File: src/rtl/ppu_sched.sv
// Round-robin scheduler that shares one ppu between NREQ requesters and drains the ppu before each mode change.
// Optional build macro PPU_SCHED_STATS_EN adds saturating issue/drain/switch statistics outputs.
//
// state  | meaning
// IDLE   | no requests seen; mode held
// RUN0   | mode0, one beat per grant, round-robin
// RUN1A  | mode1, first beat of a locked pair (tag vld=0)
// RUN1B  | mode1, second beat of the pair (tag vld=1)
// DRAIN  | no grants; waits for ppu pipeline empty, then flips mode
module ppu_sched #(
    parameter int  NREQ     = 4,
    parameter int  PPU_LAT  = 8,
    parameter int  MAX_WAIT = 64,
    localparam int IDW      = $clog2(NREQ)
) (
    input  logic            clk,
    input  logic            rst_n,
    input  logic [NREQ-1:0] req_valid_i,
    input  logic [NREQ-1:0] req_mode_i,
    output logic [NREQ-1:0] req_ready_o,
    output logic [IDW-1:0]  grant_idx_o,
    output logic            ppu_mode_o,
    output logic [IDW:0]    ppu_in_tag_o,
    input  logic [IDW:0]    ppu_out_tag_i,
    output logic [NREQ-1:0] rsp_valid_o,
`ifdef PPU_SCHED_STATS_EN
    output logic [31:0]     stat_issue_o,
    output logic [31:0]     stat_drain_o,
    output logic [15:0]     stat_switch_o,
`endif
    output logic            busy_o
);

    localparam int DCW = $clog2(PPU_LAT + 1);
    localparam int WCW = $clog2(MAX_WAIT + 1);
    localparam logic [DCW-1:0] LAT_V  = DCW'(PPU_LAT);
    localparam logic [WCW-1:0] WAIT_V = WCW'(MAX_WAIT);

    localparam logic [2:0] S_IDLE  = 3'd0;
    localparam logic [2:0] S_RUN0  = 3'd1;
    localparam logic [2:0] S_RUN1A = 3'd2;
    localparam logic [2:0] S_RUN1B = 3'd3;
    localparam logic [2:0] S_DRAIN = 3'd4;

    logic [2:0]     state_q, state_d;
    logic           mode_q, mode_d;
    logic [DCW-1:0] drain_cnt_q, drain_cnt_d;
    logic [DCW-1:0] mask_cnt_q, mask_cnt_d;
    logic [WCW-1:0] wait_cnt_q, wait_cnt_d;
    logic [IDW-1:0] rr_ptr_q, rr_ptr_d;
    logic [IDW-1:0] lock_id_q, lock_id_d;

    logic [NREQ-1:0] same_v, other_v;
    logic            win_found;
    logic [IDW-1:0]  win_idx;
    logic            issue, tag_vld, flip_now;
    logic [IDW-1:0]  gnt_idx;

    assign same_v   = req_valid_i & ~(req_mode_i ^ {NREQ{mode_q}});
    assign other_v  = req_valid_i &  (req_mode_i ^ {NREQ{mode_q}});
    assign flip_now = (state_q == S_DRAIN) && (drain_cnt_q == '0);

    always_comb begin
        win_found = 1'b0;
        win_idx   = '0;
        for (int k = 0; k < NREQ; k++) begin
            if (!win_found && same_v[IDW'((int'(rr_ptr_q) + k) % NREQ)]) begin
                win_found = 1'b1;
                win_idx   = IDW'((int'(rr_ptr_q) + k) % NREQ);
            end
        end
    end

    always_comb begin
        state_d   = state_q;
        mode_d    = mode_q;
        rr_ptr_d  = rr_ptr_q;
        lock_id_d = lock_id_q;
        issue     = 1'b0;
        tag_vld   = 1'b0;
        gnt_idx   = '0;
        case (state_q)
            S_IDLE: begin
                if (|req_valid_i)
                    state_d = (|same_v) ? (mode_q ? S_RUN1A : S_RUN0) : S_DRAIN;
            end
            S_RUN0, S_RUN1A: begin
                // Dropping to zero requests takes priority over a pending switch.
                if (!(|req_valid_i)) begin
                    state_d = S_IDLE;
                end else if (!(|same_v) || (wait_cnt_q >= WAIT_V)) begin
                    state_d = S_DRAIN;
                end else begin
                    issue    = 1'b1;
                    gnt_idx  = win_idx;
                    rr_ptr_d = (win_idx == IDW'(NREQ - 1)) ? '0 : win_idx + IDW'(1);
                    if (state_q == S_RUN0) begin
                        tag_vld = 1'b1;
                    end else begin
                        lock_id_d = win_idx;
                        state_d   = S_RUN1B;
                    end
                end
            end
            S_RUN1B: begin
                issue   = 1'b1;
                tag_vld = 1'b1;
                gnt_idx = lock_id_q;
                state_d = S_RUN1A;
            end
            S_DRAIN: begin
                if (flip_now) begin
                    mode_d  = ~mode_q;
                    state_d = mode_q ? S_RUN0 : S_RUN1A;
                end
            end
            default: state_d = S_IDLE;
        endcase

        if ((state_q == S_DRAIN) || (state_d == S_DRAIN))
            wait_cnt_d = '0;
        else if ((|other_v) && (wait_cnt_q < WAIT_V))
            wait_cnt_d = wait_cnt_q + WCW'(1);
        else
            wait_cnt_d = wait_cnt_q;
    end

    assign drain_cnt_d = issue ? LAT_V :
                         ((drain_cnt_q != '0) ? drain_cnt_q - DCW'(1) : '0);
    assign mask_cnt_d  = (mask_cnt_q != '0) ? mask_cnt_q - DCW'(1) : '0;

    always_ff @(posedge clk or negedge rst_n) begin
        if (!rst_n) begin
            state_q     <= S_IDLE;
            mode_q      <= 1'b0;
            drain_cnt_q <= '0;
            mask_cnt_q  <= LAT_V;
            wait_cnt_q  <= '0;
            rr_ptr_q    <= '0;
            lock_id_q   <= '0;
        end else begin
            state_q     <= state_d;
            mode_q      <= mode_d;
            drain_cnt_q <= drain_cnt_d;
            mask_cnt_q  <= mask_cnt_d;
            wait_cnt_q  <= wait_cnt_d;
            rr_ptr_q    <= rr_ptr_d;
            lock_id_q   <= lock_id_d;
        end
    end

    always_comb begin
        req_ready_o = '0;
        rsp_valid_o = '0;
        for (int i = 0; i < NREQ; i++) begin
            req_ready_o[i] = issue && (gnt_idx == IDW'(i));
            rsp_valid_o[i] = ppu_out_tag_i[IDW] && (ppu_out_tag_i[IDW-1:0] == IDW'(i)) &&
                             (mask_cnt_q == '0);
        end
    end

    assign grant_idx_o  = gnt_idx;
    assign ppu_in_tag_o = issue ? {tag_vld, gnt_idx} : '0;
    // The pipeline is already empty in the final drain cycle, so the new mode shows one cycle early.
    assign ppu_mode_o   = mode_q ^ flip_now;
    assign busy_o       = (state_q != S_IDLE) || (drain_cnt_q != '0);

`ifdef PPU_SCHED_STATS_EN
    logic [31:0] stat_issue_q;
    logic [31:0] stat_drain_q;
    logic [15:0] stat_switch_q;

    always_ff @(posedge clk or negedge rst_n) begin
        if (!rst_n) begin
            stat_issue_q  <= '0;
            stat_drain_q  <= '0;
            stat_switch_q <= '0;
        end else begin
            if (issue && (stat_issue_q != '1))
                stat_issue_q <= stat_issue_q + 32'd1;
            if ((state_q == S_DRAIN) && (stat_drain_q != '1))
                stat_drain_q <= stat_drain_q + 32'd1;
            if (flip_now && (stat_switch_q != '1))
                stat_switch_q <= stat_switch_q + 16'd1;
        end
    end

    assign stat_issue_o  = stat_issue_q;
    assign stat_drain_o  = stat_drain_q;
    assign stat_switch_o = stat_switch_q;
`endif

endmodule

File: config.mk
export PLATFORM = sky130hd
export DESIGN_NAME = ppu_sched
export DESIGN_NICKNAME = d
export VERILOG_FILES = /design/src/rtl/ppu_sched.sv
export SDC_FILE = /design/constraint.sdc
export NUM_CORES = 1
export LEC_CHECK = 0
export CORE_MARGIN = 2
export CORE_UTILIZATION = 52
export CTS_CLUSTER_DIAMETER = 100
export CTS_CLUSTER_SIZE = 28
export DETAILED_ROUTE_END_ITERATION = 8
export PLACE_DENSITY_LB_ADDON = 0.15
export SKIP_CTS_REPAIR_TIMING = 1
export SLEW_MARGIN = 20
export SYNTH_ARGS = -nofsm -noshare
export SYNTH_HDL_FRONTEND = slang
export SYNTH_SLANG_ARGS = --single-unit
File: constraint.sdc
create_clock -name clk -period 4.9 [get_ports clk]
set_input_delay 1.47 -clock clk [delete_from_list [all_inputs] [get_ports clk]]
set_output_delay 1.47 -clock clk [all_outputs]
set_load 0.1 [all_outputs]
# After elaboration in Yosys (flattened, before gate mapping)
# Cells that the tools add are included.
[totals] regBits=23 in_bits=13 output_inout_bits=15 wordCells=125
[classes] addsub=7 order_cmp=6 eq_ne=12 n_mux=45 bitwise_logic=8 reduce_logical=40
[op_table] op="$mux 3" n=7
[op_table] op="$mux 2" n=9
[op_table] op="$logic_and 1x1->1" n=17
[op_table] op="$lt 2x4->1 const B" n=4
[op_table] op="$mux 1" n=16
[op_table] op="$mux 7" n=2
[op_table] op="$mux 4" n=3
[op_table] op="$pmux 3 s4" n=1
[op_table] op="$reduce_or 4->1" n=3
[op_table] op="$eq 2x2->1 const B" n=5
[op_table] op="$and 4x4->4" n=2
[op_table] op="$bmux 1 s2" n=4
[op_table] op="$logic_not 4->1" n=2
[op_table] op="$reduce_bool 4->1" n=2
[op_table] op="$sub 4x1->4 const B" n=2
[op_table] op="$add 7x1->7 const B" n=1
[op_table] op="$ge 7x7->1 const B" n=1
[op_table] op="$lt 7x7->1 const B" n=1
[op_table] op="$eq 3x2->1 const B" n=2
[op_table] op="$eq 3x3->1 const B" n=2
[op_table] op="$add 2x1->2 const B" n=2
[op_table] op="$add 2x2->2 const B" n=2
[op_table] op="$eq 2x1->1 const B" n=2
[op_table] op="$logic_not 1->1" n=4
[op_table] op="other kinds (16)" n=22

# Depth between registers and ports, before layout
[logic_depth] ltp_word=21 ltp_mapped=7 ltp_nobuf=7

# Worst setup path before layout
# No wires, ideal clock.
[synth_path] path_kind="input -> output" from="input port req_mode_i[2]" to="output port req_ready_o[0]" arrival_ps=4684 slack_ps=-1254 path_stages=6 n_path_buf=0 cell_sequence="nand2b_1 -> mux4_2 -> o2111a_1 -> a221oi_4 -> nand2b_1 -> a2111oi_2"
[synth_via] elab_chain_len=21 elab_cells_between_ends=39
[synth_lines] element="start: declaration" line="19" source="input logic [NREQ-1:0] req_mode_i,"
[synth_lines] element="$xor 4x4->4 *" line="59" source="assign same_v = req_valid_i & ~(req_mode_i ^ {NREQ{mode_q}});"
[synth_lines] element="$not 4->4 *" line="59"
[synth_lines] element="$and 4x4->4 *" line="59"
[synth_lines] element="$bmux 1 s2" line="67" source="if (!win_found && same_v[IDW'((int'(rr_ptr_q) + k) % NREQ)]) begin"
[synth_lines] element="$mux 1 (implied by the code) (2 in series)" line="67"
[synth_lines] element="$mux 1" line="67"
[synth_lines] element="$logic_not 1->1" line="67"
[synth_lines] element="$logic_and 1x1->1" line="67"
[synth_lines] element="(+4 left out)"
[synth_lines] element="$logic_not 1->1" line="67"
[synth_lines] element="$logic_and 1x1->1" line="67"
[synth_lines] element="$mux 2" line="67"
[synth_lines] element="$mux 2" line="91" source="end else if (!(|same_v) || (wait_cnt_q >= WAIT_V)) begin"
[synth_lines] element="$mux 2" line="89" source="if (!(|req_valid_i)) begin"
[synth_lines] element="$pmux 2 s2" line="82" source="case (state_q)"
[synth_lines] element="$logic_not 2->1" line="156" source="req_ready_o[i] = issue && (gnt_idx == IDW'(i));"
[synth_lines] element="$logic_and 1x1->1 *" line="156"
[synth_lines] element="end: declaration" line="20" source="output logic [NREQ-1:0] req_ready_o,"
# Every way passes the cells marked *; elsewhere a longest branch is shown, timed or not. The select of a mux whose other input is x is not followed.

# Worst setup path after layout
[layout_path] from="input port req_mode_i[3]" to="output port req_ready_o[0]"
# Same word-level chain as after synthesis.

==> metrics.yaml <==
floorplan:
  die_area_mm2: 0.00334
  start_util: 0.546
  placement_rows: 19
  io-pin-count: 28
  fp.dieH_um: 57.8
  core_area_mm2: 0.00276
  dieWidth_um: 57.8
worst_setup_path:
  rr_worst_depth: 8
  cp-end-kind: "output pin"
  worst_reg2reg_path_startpoint: "mode_q"
  critical_path.startpoint: "req_mode_i[3]"
  worstPathArrival_ns: 3.39
  rrSetupSlack_ns: 2.56
  worst-endpoint-required_ns: 3.43
  worstReg2RegEnd: "rr_ptr_q[1]"
  crit_path_start_kind: "input port"
  crit_type: "in -> out"
  critical_path_peak_fanout: 3
placed_design:
  gpl.final_weighted_congestion: 0.847
  hpwl_um: 2940
  place.port_buffers: 27
outcome:
  status: "complete, no violations"
detailed_routing:
  routed_wirelength_um: 3730
  routed_wire_length_per_instance_um: 15.1
  drt-pass1-iter-count: 5
  antenna_left: 0
  first_iter_violations: 71
  drc: 0
  via_count: 1421
  avgViaCountPerCell: 5.75
synth:
  synth-edff-count: 0
  synthesis.yosys.warnings: 0
  nets_in_the_synthesized_netlist: 184
  synth.area.top_cells: "sky130_fd_sc_hd__dfrtp_1, sky130_fd_sc_hd__nand2_1, sky130_fd_sc_hd__xnor2_1"
  post_synthesis_sequential_area_ratio: 0.383
  syn_avg_cell_area_um2: 8.97
  dominantRegCellSynth: "sky130_fd_sc_hd__dfrtp_1"
  synth_top_area_share: 0.365
  post_synth_cell_types: 45
  synth.ff_latch_count: 23
  synth_top_area_cell: "sky130_fd_sc_hd__dfrtp_1"
  mappedNetlistArea_mm2: 0.00151
  post_synth_arst_share: 1.00
  synthesis.instances: 168
clock_tree:
  count_of_h_tree_levels_built_during_cts: 1
  clkLatencyLatePin_ns: 0.31
  cts-buffers-inserted: 3
  clock_tree.root_cell: "sky130_fd_sc_hd__clkbuf_4"
  tritoncts: "yes"
  clk_pin_slew_ns: 0.12
  numClockSinks: 23
  cts.path.max_buffers: 2
global_routing:
  grt_antenna_before_repair: 0
  grt_start_max_net_pins: 24
  grt_pass1_wl_um: 6180
  grt_busiest_layer: "met2"
  use_met1: 0.276
  grt_use_met2: 0.440
  groute.layer.met3.usage: 0.0379
  first_global_vias: 1452
  grt_use_total: 0.236
  global_route.overflow_total: 0
power_and_ir_drop:
  switchingPower_uw: 771
  pwr-share-clk: 0.059
  cell_internal_pwr_uw: 693
  power_frac_comb: 0.705
  p_leak_nw: 1.04
  p_sw_frac: 0.527
  seq_power_share: 0.236
  fin_total_pwr_mw: 1.46
  p_per_area_mw_per_mm2: 662
  power.ir.vdd_worst_mv: 0.638
timing:
  timing.final.crit_period_ns: 4.86
  timing_hold_violations_final: 0
  fin_hold_ws_ns: 0.474
  tightest_slew_ns: 0.961
  worst_clock_skew_ns: 0.00653
  timing.final.crit_share: 0.992
  setup_viol_count_final: 0
  max_clock_freq_ghz: 0.206
  final_max_slew_violation_count: 0
  timing.max_slew.rel_slack: 0.357
  rsz0062_at_grt: "yes"
finish:
  highest_count_cells_in_the_layout_ignoring_fill_and_taps: "sky130_fd_sc_hd__nand2_1, sky130_fd_sc_hd__dfrtp_1, sky130_fd_sc_hd__buf_4, sky130_fd_sc_hd__nor2_1, sky130_fd_sc_hd__buf_12"
  area.growth.synth_to_final_pct: 46.7
  final_net_count: 233
  final_layout_size_suffix_gt1_frac: 0.306
  layout_commonest_cell: "sky130_fd_sc_hd__nand2_1"
  antenna_cells: 0
hold_path:
  worstHoldEndpoint: "drain_cnt_q[0]"
  holdCritPathClass: "reg -> reg"
  min_delay_path_depth: 1
  holdCritStartpoint: "drain_cnt_q[0]"
job:
  cap_violations: 0
[synthesized netlist by cell type, types with 3 or more instances]
library cell,instances
sky130_fd_sc_hd__nand2_1,28
sky130_fd_sc_hd__o22ai_1,4
sky130_fd_sc_hd__a21oi_1,6
sky130_fd_sc_hd__nor3_1,6
sky130_fd_sc_hd__xor2_1,4
sky130_fd_sc_hd__ha_1,3
sky130_fd_sc_hd__nand3_1,3
sky130_fd_sc_hd__dfrtp_1,22
sky130_fd_sc_hd__and3_1,3
sky130_fd_sc_hd__xnor2_1,8
sky130_fd_sc_hd__o21ai_0,7
sky130_fd_sc_hd__nand2b_1,5
sky130_fd_sc_hd__nor2_1,17
sky130_fd_sc_hd__clkbuf_1,3
sky130_fd_sc_hd__nand3b_1,3
sky130_fd_sc_hd__inv_1,7
[power by group through the flow]
stage	Combinational (mW)	Clock, mW	Sequential (mW)
2_1_floorplan	0.725	0	0.299
3_3_place_gp	0.974	0	0.340
3_5_place_dp	1.01	0	0.346
4_1_cts	1.01	0.0884	0.343
5_1_grt	1.10	0.0951	0.358
6_report	1.03	0.0862	0.346
[critical path, stage by stage]
cell and delay, ns:
sky130_fd_sc_hd__buf_8 0.10, sky130_fd_sc_hd__nand2b_4 0.13, sky130_fd_sc_hd__mux4_2 0.48, sky130_fd_sc_hd__o2111a_1 0.30, sky130_fd_sc_hd__a221oi_4 0.20, sky130_fd_sc_hd__nand2b_1 0.13, sky130_fd_sc_hd__a2111oi_4 0.36, sky130_fd_sc_hd__buf_12 0.22
[flip-flops by register name, indices dropped and copies added (netlist names)]
| name | flops |
|---|---|
| wait_cnt_q | 7 |
| mask_cnt_q | 4 |
| rr_ptr_q | 2 |
| lock_id_q | 2 |
| mode_q | 1 |
| drain_cnt_q | 4 |
| state_q | 3 |
[through the flow]
step | std cells | instance area, µm² | utilization | worst slack, ns | setup TNS (ns)
final | 247 | 2210 | 0.801 | 0.0391 | 0
after global routing | 247 | 2210 | 0.801 | -0.0453 | -0.0453
after CTS | 246 | 2160 | 0.782 | -0.427 | -2.66
after detailed placement | 242 | 2130 | 0.772 | -0.408 | -2.49
after global placement | 242 | 2130 | 0.772 | -0.345 | -2.05
after floorplan | 168 | 1560 | - | -0.543 | -1.09
[cell families after synthesis]
family,Yosys count,share of synthesized area
xor+xnor,12,0.0698
compound gates,35,0.188
fa+ha+maj,3,0.0249
flops,23,0.383
mux,5,0.0507
buf+inv,12,0.0307
simple gates,78,0.253
[how the worst max path moves through the flow]
| stage | to | slack (ns) | cells past startpoint |
|---|---|---|---|
| floorplan | req_ready_o[0] | -0.54 | 6 |
| global placement | req_ready_o[0] | -0.35 | 8 |
| detailed placement | req_ready_o[1] | -0.41 | 10 |
| CTS | req_ready_o[1] | -0.43 | 10 |
| global route | req_ready_o[0] | -0.05 | 8 |
| finish | req_ready_o[0] | 0.04 | 8 |
[final cells by class]
type                    instances  area, µm²
fillers                       173        548
well taps                      31       38.8
flip-flops and latches         23        577
clock inverters                 1       5.00
inverters                       8       30.0
multi-input cells             133        980
clock buffers                   3       22.5
repair buffers                 48        557
[layer usage]
layer / vias up / part of all wire
li1: 699 / -
met1: 681 / 0.42
met2: 30 / 0.53
met3: 11 / 0.029
met4: 0 / 0.022
met5: - / 0
(Power assumes the default switching activity.)
